==> config.mk <==
export PLATFORM = sky130hd
export DESIGN_NAME = ram_arbiter
export DESIGN_NICKNAME = d
export VERILOG_FILES = /design/src/rtl/ram_arbiter_pkg.sv /design/src/rtl/ram_arbiter_rr_arb2.sv /design/src/rtl/ram_arbiter.sv
export SDC_FILE = /design/constraint.sdc
export NUM_CORES = 1
export LEC_CHECK = 0
export CORE_MARGIN = 1.5
export CORE_UTILIZATION = 23
export CTS_CLUSTER_SIZE = 28
export DETAILED_ROUTE_END_ITERATION = 10
export HOLD_SLACK_MARGIN = 0.1
export PLACE_DENSITY = 0.81
export SLEW_MARGIN = 20
export SYNTH_ARGS = -nofsm -noshare
export SYNTH_HDL_FRONTEND = slang
export SYNTH_SLANG_ARGS = --single-unit
==> constraint.sdc <==
create_clock -name clk -period 2.8 [get_ports clk]
set_input_delay 0.56 -clock clk [delete_from_list [all_inputs] [get_ports clk]]
set_output_delay 0.56 -clock clk [all_outputs]
set_load 0.01 [all_outputs]
==> src/rtl/ram_arbiter_pkg.sv <==
// Shared constants and encodings for the two-port RAM arbiter.
// RAM_CLEAR_EN (define to enable) compiles in the RAM clear engine.
package ram_arbiter_pkg;

   localparam int ADDR_W = 5;
   localparam int DATA_W = 4;

   typedef enum logic {
      ST_IDLE  = 1'b0,
      ST_CLEAR = 1'b1
   } state_e;

   typedef enum logic {
      GNT_A = 1'b0,
      GNT_B = 1'b1
   } owner_e;

endpackage

==> src/rtl/ram_arbiter_rr_arb2.sv <==
// Two-requester round-robin decision: on a tie the requester that was
// not granted most recently wins.
module rr_arb2
   import ram_arbiter_pkg::*;
(
   input  logic   req_a,
   input  logic   req_b,
   input  owner_e last,
   output logic   gnt_a,
   output logic   gnt_b
);

   assign gnt_a = req_a & (~req_b | (last == GNT_B));
   assign gnt_b = req_b & (~req_a | (last == GNT_A));

endmodule

==> src/rtl/ram_arbiter.sv <==
// Round-robin arbiter sharing one ram32x4 between requesters A and B.
// Define RAM_CLEAR_EN to add the clear engine (CLEAR state, busy, clear_done).
module ram_arbiter #(
   parameter int ADDR_W = ram_arbiter_pkg::ADDR_W,
   parameter int DATA_W = ram_arbiter_pkg::DATA_W
) (
   input  logic              clk,
   input  logic              reset,
   input  logic              a_req,
   input  logic              a_we,
   input  logic [ADDR_W-1:0] a_addr,
   input  logic [DATA_W-1:0] a_wdata,
   output logic              a_gnt,
   output logic              a_rvalid,
   input  logic              b_req,
   input  logic              b_we,
   input  logic [ADDR_W-1:0] b_addr,
   input  logic [DATA_W-1:0] b_wdata,
   output logic              b_gnt,
   output logic              b_rvalid,
   output logic [DATA_W-1:0] rdata,
   input  logic              clear_start,
   output logic              busy,
   output logic              clear_done,
   output logic [ADDR_W-1:0] ram_addr,
   output logic [DATA_W-1:0] ram_data,
   output logic              ram_wren,
   input  logic [DATA_W-1:0] ram_q
);
   import ram_arbiter_pkg::*;

   owner_e last_q, last_d;
   logic   a_rv_q, a_rv_d;
   logic   b_rv_q, b_rv_d;
   logic   arb_en, arb_a, arb_b;

   rr_arb2 u_rr (
      .req_a (a_req),
      .req_b (b_req),
      .last  (last_q),
      .gnt_a (arb_a),
      .gnt_b (arb_b)
   );

`ifdef RAM_CLEAR_EN
   state_e            st_q, st_d;
   logic [ADDR_W-1:0] cnt_q, cnt_d;
`else
   logic unused_clear_start;
   assign unused_clear_start = clear_start;
   assign busy       = 1'b0;
   assign clear_done = 1'b0;
`endif

   // Reset gates the RAM port combinationally so a reset cycle never writes.
   always_comb begin
      arb_en   = ~reset;
      a_gnt    = 1'b0;
      b_gnt    = 1'b0;
      ram_wren = 1'b0;
      ram_addr = a_addr;
      ram_data = a_wdata;
`ifdef RAM_CLEAR_EN
      st_d       = st_q;
      cnt_d      = cnt_q;
      busy       = (st_q == ST_CLEAR);
      clear_done = 1'b0;
      if (!reset) begin
         if (st_q == ST_CLEAR) begin
            arb_en   = 1'b0;
            ram_addr = cnt_q;
            ram_data = '0;
            ram_wren = 1'b1;
            if (cnt_q == {ADDR_W{1'b1}}) begin
               clear_done = 1'b1;
               st_d       = ST_IDLE;
            end else begin
               cnt_d = cnt_q + ADDR_W'(1);
            end
         end else if (clear_start) begin
            arb_en = 1'b0;
            st_d   = ST_CLEAR;
            cnt_d  = '0;
         end
      end
`endif
      if (arb_en) begin
         a_gnt = arb_a;
         b_gnt = arb_b;
         if (arb_b) begin
            ram_addr = b_addr;
            ram_data = b_wdata;
         end
         ram_wren = (arb_a & a_we) | (arb_b & b_we);
      end
   end

   assign last_d = a_gnt ? GNT_A : (b_gnt ? GNT_B : last_q);
   assign a_rv_d = a_gnt & ~a_we;
   assign b_rv_d = b_gnt & ~b_we;

   assign a_rvalid = a_rv_q;
   assign b_rvalid = b_rv_q;
   assign rdata    = (a_rv_q | b_rv_q) ? ram_q : '0;

   always_ff @(posedge clk) begin
      if (reset) begin
         last_q <= GNT_B;
         a_rv_q <= 1'b0;
         b_rv_q <= 1'b0;
`ifdef RAM_CLEAR_EN
         st_q   <= ST_IDLE;
         cnt_q  <= '0;
`endif
      end else begin
         last_q <= last_d;
         a_rv_q <= a_rv_d;
         b_rv_q <= b_rv_d;
`ifdef RAM_CLEAR_EN
         st_q   <= st_d;
         cnt_q  <= cnt_d;
`endif
      end
   end

endmodule

==> flow_summary_export.csv, run 1 <==
group,metric,value,unit
timing,report.final.hold_viol_count,0,
timing,max_freq,366.4,MHz
pwr,p_per_area,278.5,nW/um2
timing,post-route-period-util,97.47,%
outcome,status,"finished clean",
placed_design,port_buffers,45,
cts,insertion_delay,0.23,ns
routing,drc_errors,0,
layout,drive_above_1_share,19.51,%
cts,hold_buffers,0,
floorplan,fp.dieW,40.25,um
cts,cts_tree,"yes",
setup_path,worst-setup-path-type,"input pin to primary output",
cts,clock_path_buffers,2,
routing,drtAntennaViolNets,0,
logic_synthesis,synth_area,319.1,um2
global_routing,grt_usage,11.17,%
placed_design,dp_cells,92,
setup_path,cp-start-kind,"input pin",
setup_path,cp.arrival,2.17,ns
floorplan,fp-row-count,13,
cts,clk_pin_slew_worst_paths,0.04,ns
timing,fin_skew,0.001589,ns
setup_path,worst_setup_path_end_kind,"primary output",
logic_synthesis,yosysSeqAreaShare,18.82,%
layout,insertedDiodeCount,0,
layout,final_common_cell,"clkdlybuf4s50_1",
cts,cts-root-buf,"clkbuf_4",
global_routing,grt_pass1_wl,1173,um
timing,setup-violations-final,0,
setup_path,critPathMaxFanout,12,
timing,whs,0.5036,ns
logic_synthesis,ys_warn_count,0,
run,maxCapViolCount,0,
floorplan,coreArea,1301,um2
cts,cts_inserted_buffers,3,
floorplan,die_h,40.25,um
routing,vias_per_cell,4.124,
global_routing,grt_pass1_vias,297,
timing,fin_crit,2.729,ns
routing,wl_per_cell,9.206,um
logic_synthesis,synth_cells,32,
global_routing,overflow,0,
global_routing,antenna_found_initial,0,
layout,fillCellCount,126,
layout,final_cell_mix,"clkdlybuf4s50_1, dlygate4sd2_1, mux2_4",
layout,multi_input_area,232.7,um2
floorplan,start_util,24.52,%
pwr,power_leakage,0.0003469,uW
global_routing,grt_start_max_net_pins,13,
logic_synthesis,synth-seq-cells,3,
layout,nets,112,
timing,slew_viol_final,0,
floorplan,die-area,1620,um2
logic_synthesis,avgSynthCellArea,9.971,um2
routing,first_iter_violations,0,
placed_design,gp_congestion,0.5709,
layout,seq_area,60.06,um2
cts,cts.sinks,3,
logic_synthesis,ys_types,15,
worst_hold_path,min_path_type,"register to register",
placed_design,dp_hpwl,786,um
pwr,vdd.ir_drop.worst,0.1262,mV
layout,instances_no_fill,97,
cts,cts_max_level,1,
routing,drt_pre_antenna_iters,1,
setup_path,crit_required,2.24,ns
floorplan,boundaryPins,49,
timing,rsz0062_at_grt,"false",
routing,wirelength,893,um
layout,area_growth,155.3,%
routing,via_count,400,
-- cell families (layout without fill, tap and decap cells) --
group           after synthesis  in the layout  share of synthesized area [%]
simple gates                 12             12                          24.70
mux                           9              9                          40.00
buf+inv                       4             53                          9.409
compound gates                3              3                          5.883
flops                         3              3                          18.82
other cells                   1              2                          1.175
-- power breakdown --
part	internal (uW)	switching (uW)	leakage [uW]
Combinational	74.4	32.0	0.000307
Clock	53.3	20.9	0.0000150
Sequential	45.2	0.996	0.0000247
-- synthesized netlist by cell type (all sizes together) --
master   instances  area (um2)
buf              3       26.27
conb             1       3.750
dfxtp            3       60.06
inv              1       3.750
mux2             9       127.6
nand2            1       3.750
nand2b           2       12.51
nor2             2       7.510
nor2b            5       31.28
nor3             1       5.000
nor3b            1       18.77
o21ai            2       10.01
o2bb2ai          1       8.760
-- state kept, by name, summed over array words and instances (netlist names) --
signal,flops
a_rvalid,1
b_rvalid,1
last_q,1
-- worst max-delay path, stage by stage --
cell and delay, ns:
clkdlybuf4s50_1 0.48, inv_1 0.07, nor3b_4 0.22, buf_12 0.17, buf_4 0.11, mux2_4 0.28, dlygate4sd2_1 0.28
-- worst paths after layout --
path | depth (start not counted) | startpoint | to | slack (ns)
setup / recovery | 7 | b_req | ram_data[2] | 0.07
hold / removal | 2 | last_q$_SDFFE_PP1P_ | last_q$_SDFFE_PP1P_ | 0.50
setup reg to reg | 4 | last_q$_SDFFE_PP1P_ | b_rvalid$_SDFF_PP0_ | 1.85
hold reg to reg | 2 | last_q$_SDFFE_PP1P_ | last_q$_SDFFE_PP1P_ | 0.50
-- metrics by stage --
stage / setup TNS (ns) / setup WS [ns] / cell area [um2] / util [%] / total power, uW
floorplan: 0 / 0.8905 / 322.8 / - / 89.49
global placement: -0.3432 / -0.06764 / 793.3 / 60.96 / 160.1
detailed placement: -0.3986 / -0.07476 / 793.3 / 60.96 / 161.7
CTS: 0 / 0.04571 / 814.5 / 62.60 / 231.8
global route: 0 / 0.007653 / 814.5 / 62.60 / 240.3
finish: 0 / 0.07086 / 814.5 / 62.60 / 226.8
-- per-layer routing --
layer	part of all wire (%)	up-vias	global-route usage, %
li1	-	203	-
met1	31	162	9.836
met2	48	35	21.37
met3	21	0	5.000
met4	0	0	5.000
met5	0	-	0
-- area by class of cell --
type	instances	share of cell area, %
sequential	3	7.373
multi-input combinational	26	28.57
inverter	1	0.4608
tap	15	2.304
timing repair buffer	48	58.06
clock buffer	4	3.226
-- repair_timing --
item / in CTS / in global routing
gates resized for setup: 10 / 0
buffers inserted: 1 / 0
setup endpoints to repair: 10 / 0
No activity file was read; power rests on OpenSTA's default activity.
==> run 2, diff against run 1 <==
Settings changed: ABC_AREA set to 1, CORE_UTILIZATION 23 to 25, CTS_CLUSTER_SIZE 28 to unset, PLACE_DENSITY 0.81 to 0.84.
==> run 2 against run 1 <==
- first-iteration DRC count increased by 3
- wire length is 32% higher
- combinational power is 9% higher
- largest power group unchanged
==> flow_summary_export.csv, run 2 <==
group,metric,value,unit
floorplan,start_util,26.63,%
run,maxCapViolCount,0,
setup_path,cp_slowest_cell,"clkdlybuf4s50_1",
cts,postCtsSetupBuffers,0,
floorplan,die-area,1619,um2
setup_path,cp-start-kind,"input pin",
setup_path,reg2reg_to,"b_rvalid$_SDFF_PP0_",
worst_hold_path,hp-start,"last_q$_SDFFE_PP1P_",
routing,drt_pre_antenna_iters,2,
logic_synthesis,synth_edf_count,0,
floorplan,boundaryPins,49,
routing,first_iter_violations,3,
timing,fin_setup_tns,0,ns
logic_synthesis,synth-seq-cells,3,
setup_path,r2r-start,"last_q$_SDFFE_PP1P_",
setup_path,crit_buf_inv,3,
logic_synthesis,synth_area,346.6,um2
cts,cts_max_level,1,
logic_synthesis,yosysTopAreaCellShare,23.83,%
layout,final_cell_mix,"clkdlybuf4s50_1, nand2_1, nand4_1",
logic_synthesis,ys_types,12,
pwr,vdd.ir_drop.worst,0.1574,mV
timing,post-route-period-util,94.43,%
setup_path,worst-setup-path-type,"input pin to primary output",
cts,clk_pin_slew_worst_paths,0.04,ns
logic_synthesis,post-synth-top-count-cell,"nand2_1",
logic_synthesis,ys_top_cells_by_area,"nand2_1, nand4_1, dfxtp_1",
cts,cts_tree,"yes",
layout,nets,139,
setup_path,critPathMaxFanout,7,
routing,via_count,570,
cts,insertion_delay,0.24,ns
layout,final_common_cell,"clkdlybuf4s50_1",
global_routing,grt_start_max_net_pins,12,
global_routing,antenna_found_initial,0,
cts,post_cts_resize_count,0,
timing,slew_viol_final,0,
routing,top_layer_used,"met4",
floorplan,fp-row-count,13,
global_routing,overflow,0,
routing,vias_per_cell,4.597,
setup_path,crit_family,"buffers and inverters",
global_routing,grt_pass1_wl,1600,um
routing,wl_met3,154,um
timing,fin_skew,0.001151,ns
timing,rsz0062_at_grt,"false",
layout,fin_util,62.98,%
setup_path,cp.arrival,2.08,ns
worst_hold_path,min_path_type,"register to register",
logic_synthesis,async_flop_share,0,%
routing,wirelength,1178,um
placed_design,dp_hpwl,981.5,um
setup_path,reg2reg_depth,3,
floorplan,die_h,40.24,um
cts,cts-root-buf,"clkbuf_4",
cts,cts_inserted_buffers,3,
routing,wl_met1,415,um
global_routing,grt_pass1_vias,408,
routing,drc_errors,0,
timing,setup-violations-final,0,
routing,wl_per_cell,9.500,um
cts,hold_buffers,0,
placed_design,port_buffers,45,
cts,cts.sinks,3,
timing,max_freq,378.2,MHz
pwr,p_per_area,292.7,nW/um2
placed_design,gp_congestion,0.6107,
setup_path,crit_required,2.24,ns
logic_synthesis,synthTopCellsByCount,"nand2_1, nand4_1, inv_1",
timing,fin_crit,2.644,ns
logic_synthesis,synth_cells,62,
logic_synthesis,yosysTopAreaCell,"nand2_1",
pwr,power_leakage,0.0003991,uW
logic_synthesis,ys_warn_count,0,
logic_synthesis,yosysSeqAreaShare,17.33,%
setup_path,critPathMaxStageDelay,0.59,ns
setup_path,worst_setup_path_end_kind,"primary output",
setup_path,crit_top_cell,"clkdlybuf4s50_1",
routing,dr_wl_met2,568,um
floorplan,fp.dieW,40.24,um
setup_path,r2r_slack,2.02,ns
layout,insertedDiodeCount,0,
layout,area_growth,136.5,%
outcome,status,"finished clean",
worst_hold_path,hold-path-endpoint,"last_q$_SDFFE_PP1P_",
cts,clock_path_buffers,2,
setup_path,crit_chain,"clkdlybuf4s50_1, buf_4, nand4_1, nand2_1, clkdlybuf4s50_1",
worst_hold_path,hold_depth,2,
logic_synthesis,yosys_most_used_dff,"dfxtp_1",
global_routing,grt_usage,16.08,%
timing,report.final.hold_viol_count,0,
routing,drtAntennaViolNets,0,
logic_synthesis,avgSynthCellArea,5.590,um2
layout,drive_above_1_share,7.339,%
floorplan,coreArea,1301,um2
[run 2: cell types whose count changed after synthesis, sizes merged, moves of 2 or more]
cell / before / now
inv: 1 / 9
nand4: 0 / 10
nor2b: 5 / 0
buf: 3 / 6
nand2b: 2 / 0
nor2: 2 / 8
mux2: 9 / 0
o21ai: 2 / 0
nand2: 1 / 22
nand3: 0 / 2
[run 2: where the power goes]
part / switching, uW / leakage, uW / total, uW / internal, uW
Sequential: 1.02 / 0.0000247 / 46.3 / 45.3
Clock: 23.9 / 0.0000150 / 77.4 / 53.5
Combinational: 43.6 / 0.000359 / 116 / 72.6
[run 2: cells by family after synthesis]
logic type	synth area share (%)
buf+inv	23.83
compound gates	2.167
other cells	1.082
simple gates	55.60
flops	17.33
[run 2: per-layer routing]
| layer | up-vias | GRT usage [%] |
|---|---|---|
| met5 | - | 0 |
| met3 | 4 | 4.444 |
| li1 | 288 | - |
| met4 | 0 | 17.50 |
| met1 | 246 | 15.74 |
| met2 | 32 | 25.81 |
[run 2: how the worst max path moves through the flow]
stage	startpoint	to	slack, ns	cells after the start
global placement	b_req	ram_addr[1]	0.19	5
floorplan	reset	ram_addr[0]	1.26	5
CTS	b_req	ram_addr[2]	0.14	5
global route	b_req	ram_addr[2]	0.06	5
detailed placement	b_req	ram_addr[2]	0.14	5
finish	b_req	ram_addr[2]	0.16	5
[run 2: through the flow]
step	worst slack (ns)	instance area, um2	hold slack (ns)	std cells	power (uW)
floorplan	1.257	350.3	0.4702	63	91.19
global placement	0.1926	793.3	0.4812	120	161.6
detailed placement	0.1397	793.3	0.5072	120	164.3
CTS	0.1393	819.5	0.5144	124	245.3
global route	0.05747	819.5	0.5471	124	259.0
finish	0.1559	819.5	0.5067	124	239.9
[run 2: worst reg2reg max path: stages, from the launching register on]
cell     delay (ns)
dfxtp_1        0.30
nand2_1        0.09
nand3_2        0.20
nor2_2         0.13
[run 2: layout make-up]
class                   count  area, um2
fillers                   123      481.7
multi-input cells          45      207.7
inverters                   9      33.78
flip-flops and latches      3      60.06
clock buffers               4      26.28
well taps                  15      18.77
repair buffers             48      473.0
==> run 3, diff against run 2 <==
Settings changed: ABC_CLOCK_PERIOD_IN_PS set to 2200, CORE_UTILIZATION 25 to 21, PLACE_DENSITY 0.84 to 0.75.
Clock period 2.8 ns to 2.2 ns, I/O delays scaled along.
==> run 3 against run 2 <==
- worst hold slack better by 0.0045 ns
- flip-flop and latch count stayed put
- combinational power is 25% higher
- clock power is 26% higher
- worst setup slack worse by 0.069 ns
- wire length is 2.1% higher
- clock skew is 0.00088 ns lower
- clock-buffer cell count stayed put
- critical path type unchanged
==> flow_summary_export.csv, run 3 (synthesized netlist as in run 2, its figures left out) <==
group,metric,value,unit
layout,final_cell_mix,"clkdlybuf4s50_1, nand2_1, dlygate4sd2_1",
timing,fin_setup_tns,0,ns
global_routing,use_met3,3.750,%
pwr,p_per_area,350.6,nW/um2
setup_path,critPathMaxStageDelay,0.46,ns
layout,fin_util,56.40,%
cts,cts_tree,"yes",
setup_path,r2r_slack,1.39,ns
pwr,power,301.4,uW
setup_path,crit_chain,"clkdlybuf4s50_1, nand2_2, nand3_4, buf_4, nand2_1, nand2_1, dlygate4sd2_1",
cts,cts.sinks,3,
floorplan,fp-row-count,14,
floorplan,start_util,22.74,%
worst_hold_path,hp-start,"last_q$_SDFFE_PP1P_",
floorplan,fp.dieW,43.63,um
cts,clk_pin_slew_worst_paths,0.04,ns
cts,cts_max_level,1,
routing,vias_per_cell,4.477,
layout,area_growth,148.0,%
timing,rsz0062_at_grt,"false",
setup_path,cp.arrival,1.67,ns
placed_design,port_buffers,45,
cts,insertion_delay,0.23,ns
timing,whs,0.5113,ns
routing,first_iter_violations,7,
layout,nets,144,
global_routing,grt_start_max_net_pins,11,
setup_path,worst-setup-path-type,"input pin to primary output",
routing,drc_errors,0,
pwr,vdd.ir_drop.worst,0.1784,mV
global_routing,use_met1,14.07,%
floorplan,boundaryPins,49,
global_routing,grt_pass1_wl,2070,um
global_routing,grt_pass1_vias,523,
floorplan,coreArea,1524,um2
layout,insertedDiodeCount,0,
timing,post-route-period-util,96.05,%
cts,cts-root-buf,"clkbuf_4",
layout,drive_above_1_share,13.16,%
timing,max_freq,473.2,MHz
outcome,status,"finished clean",
placed_design,pre_cts_ws,-0.1344,ns
setup_path,cp_slowest_cell,"clkdlybuf4s50_1",
setup_path,crit_top_cell,"nand2_1",
floorplan,die-area,1903,um2
routing,wl_per_cell,9.254,um
cts,cts_inserted_buffers,3,
global_routing,antenna_found_initial,0,
routing,wirelength,1203,um
timing,worst_slack,0.08692,ns
global_routing,met2_usage,26.47,%
floorplan,die_h,43.63,um
setup_path,crit_required,1.76,ns
global_routing,busiest_layer,"met2",
timing,fin_skew,0.0002732,ns
worst_hold_path,hold-path-endpoint,"last_q$_SDFFE_PP1P_",
setup_path,reg2reg_to,"b_rvalid$_SDFF_PP0_",
pwr,power_leakage,0.0004611,uW
worst_hold_path,min_path_type,"register to register",
routing,via_count,582,
global_routing,grt_usage,14.43,%
setup_path,cp-start-kind,"input pin",
timing,setup-violations-final,0,
routing,drt_pre_antenna_iters,3,
layout,final_common_cell,"clkdlybuf4s50_1",
placed_design,gp_congestion,0.6443,
timing,slew_viol_final,0,
timing,fin_crit,2.113,ns
setup_path,worst_setup_path_end_kind,"primary output",
setup_path,reg2reg_depth,4,
placed_design,dp_hpwl,993.2,um
run,maxCapViolCount,0,
timing,report.final.hold_viol_count,0,
setup_path,critPathMaxFanout,9,
setup_path,r2r-start,"last_q$_SDFFE_PP1P_",
global_routing,overflow,0,
routing,drtAntennaViolNets,0,
worst_hold_path,hold_depth,2,
cts,clock_path_buffers,2,
## run 3: repair_timing
action | CTS | global route
resized for setup | 16 | 1
buffers inserted | 2 | 0
hold buffers | 0 | 0
endpoints found under the setup margin | 12 | 3
pin swaps | 0 | 1
## run 3: through the flow
step                      std cells  area [um2]
final                           130       859.6
after floorplan                  63       350.3
after CTS                       130       857.1
after global routing            130       859.6
after detailed placement        124       817.0
after global placement          124       817.0
## run 3: worst max-delay path by stage
stage	startpoint	to	slack, ns	depth (start not counted)
4_1_cts	a_req	b_gnt	0.01	5
5_1_grt	a_req	ram_data[1]	0.009	7
3_3_place_gp	a_req	ram_addr[3]	-0.13	6
6_report	a_req	ram_data[2]	0.09	7
2_1_floorplan	reset	ram_addr[0]	0.90	5
3_5_place_dp	a_req	ram_data[2]	-0.13	6
## run 3: area by class of cell
class                           instances  area [um2]
Tap cell                               16       20.02
Timing Repair Buffer                   53       501.7
Sequential cell                         3       60.06
Fill cell                             161       664.4
Clock buffer                            4       26.28
Inverter                                9       33.78
Multi-Input combinational cell         45       217.7
## run 3: layer usage
metal	routed length [um]	vias up
met5	0	-
met1	426	249
met4	13	0
met2	633	33
li1	-	298
met3	129	2
## run 3: worst max-delay path: cells and delay by family
family                 cells  cell delay (ns)
AND/OR/NAND/NOR            4             0.33
buffers and inverters      3             0.91
## run 3: power breakdown
group          internal [uW]  switching [uW]
clock                   68.0            29.2
sequential              57.6            1.71
combinational           87.4            57.4
total                    213            88.3
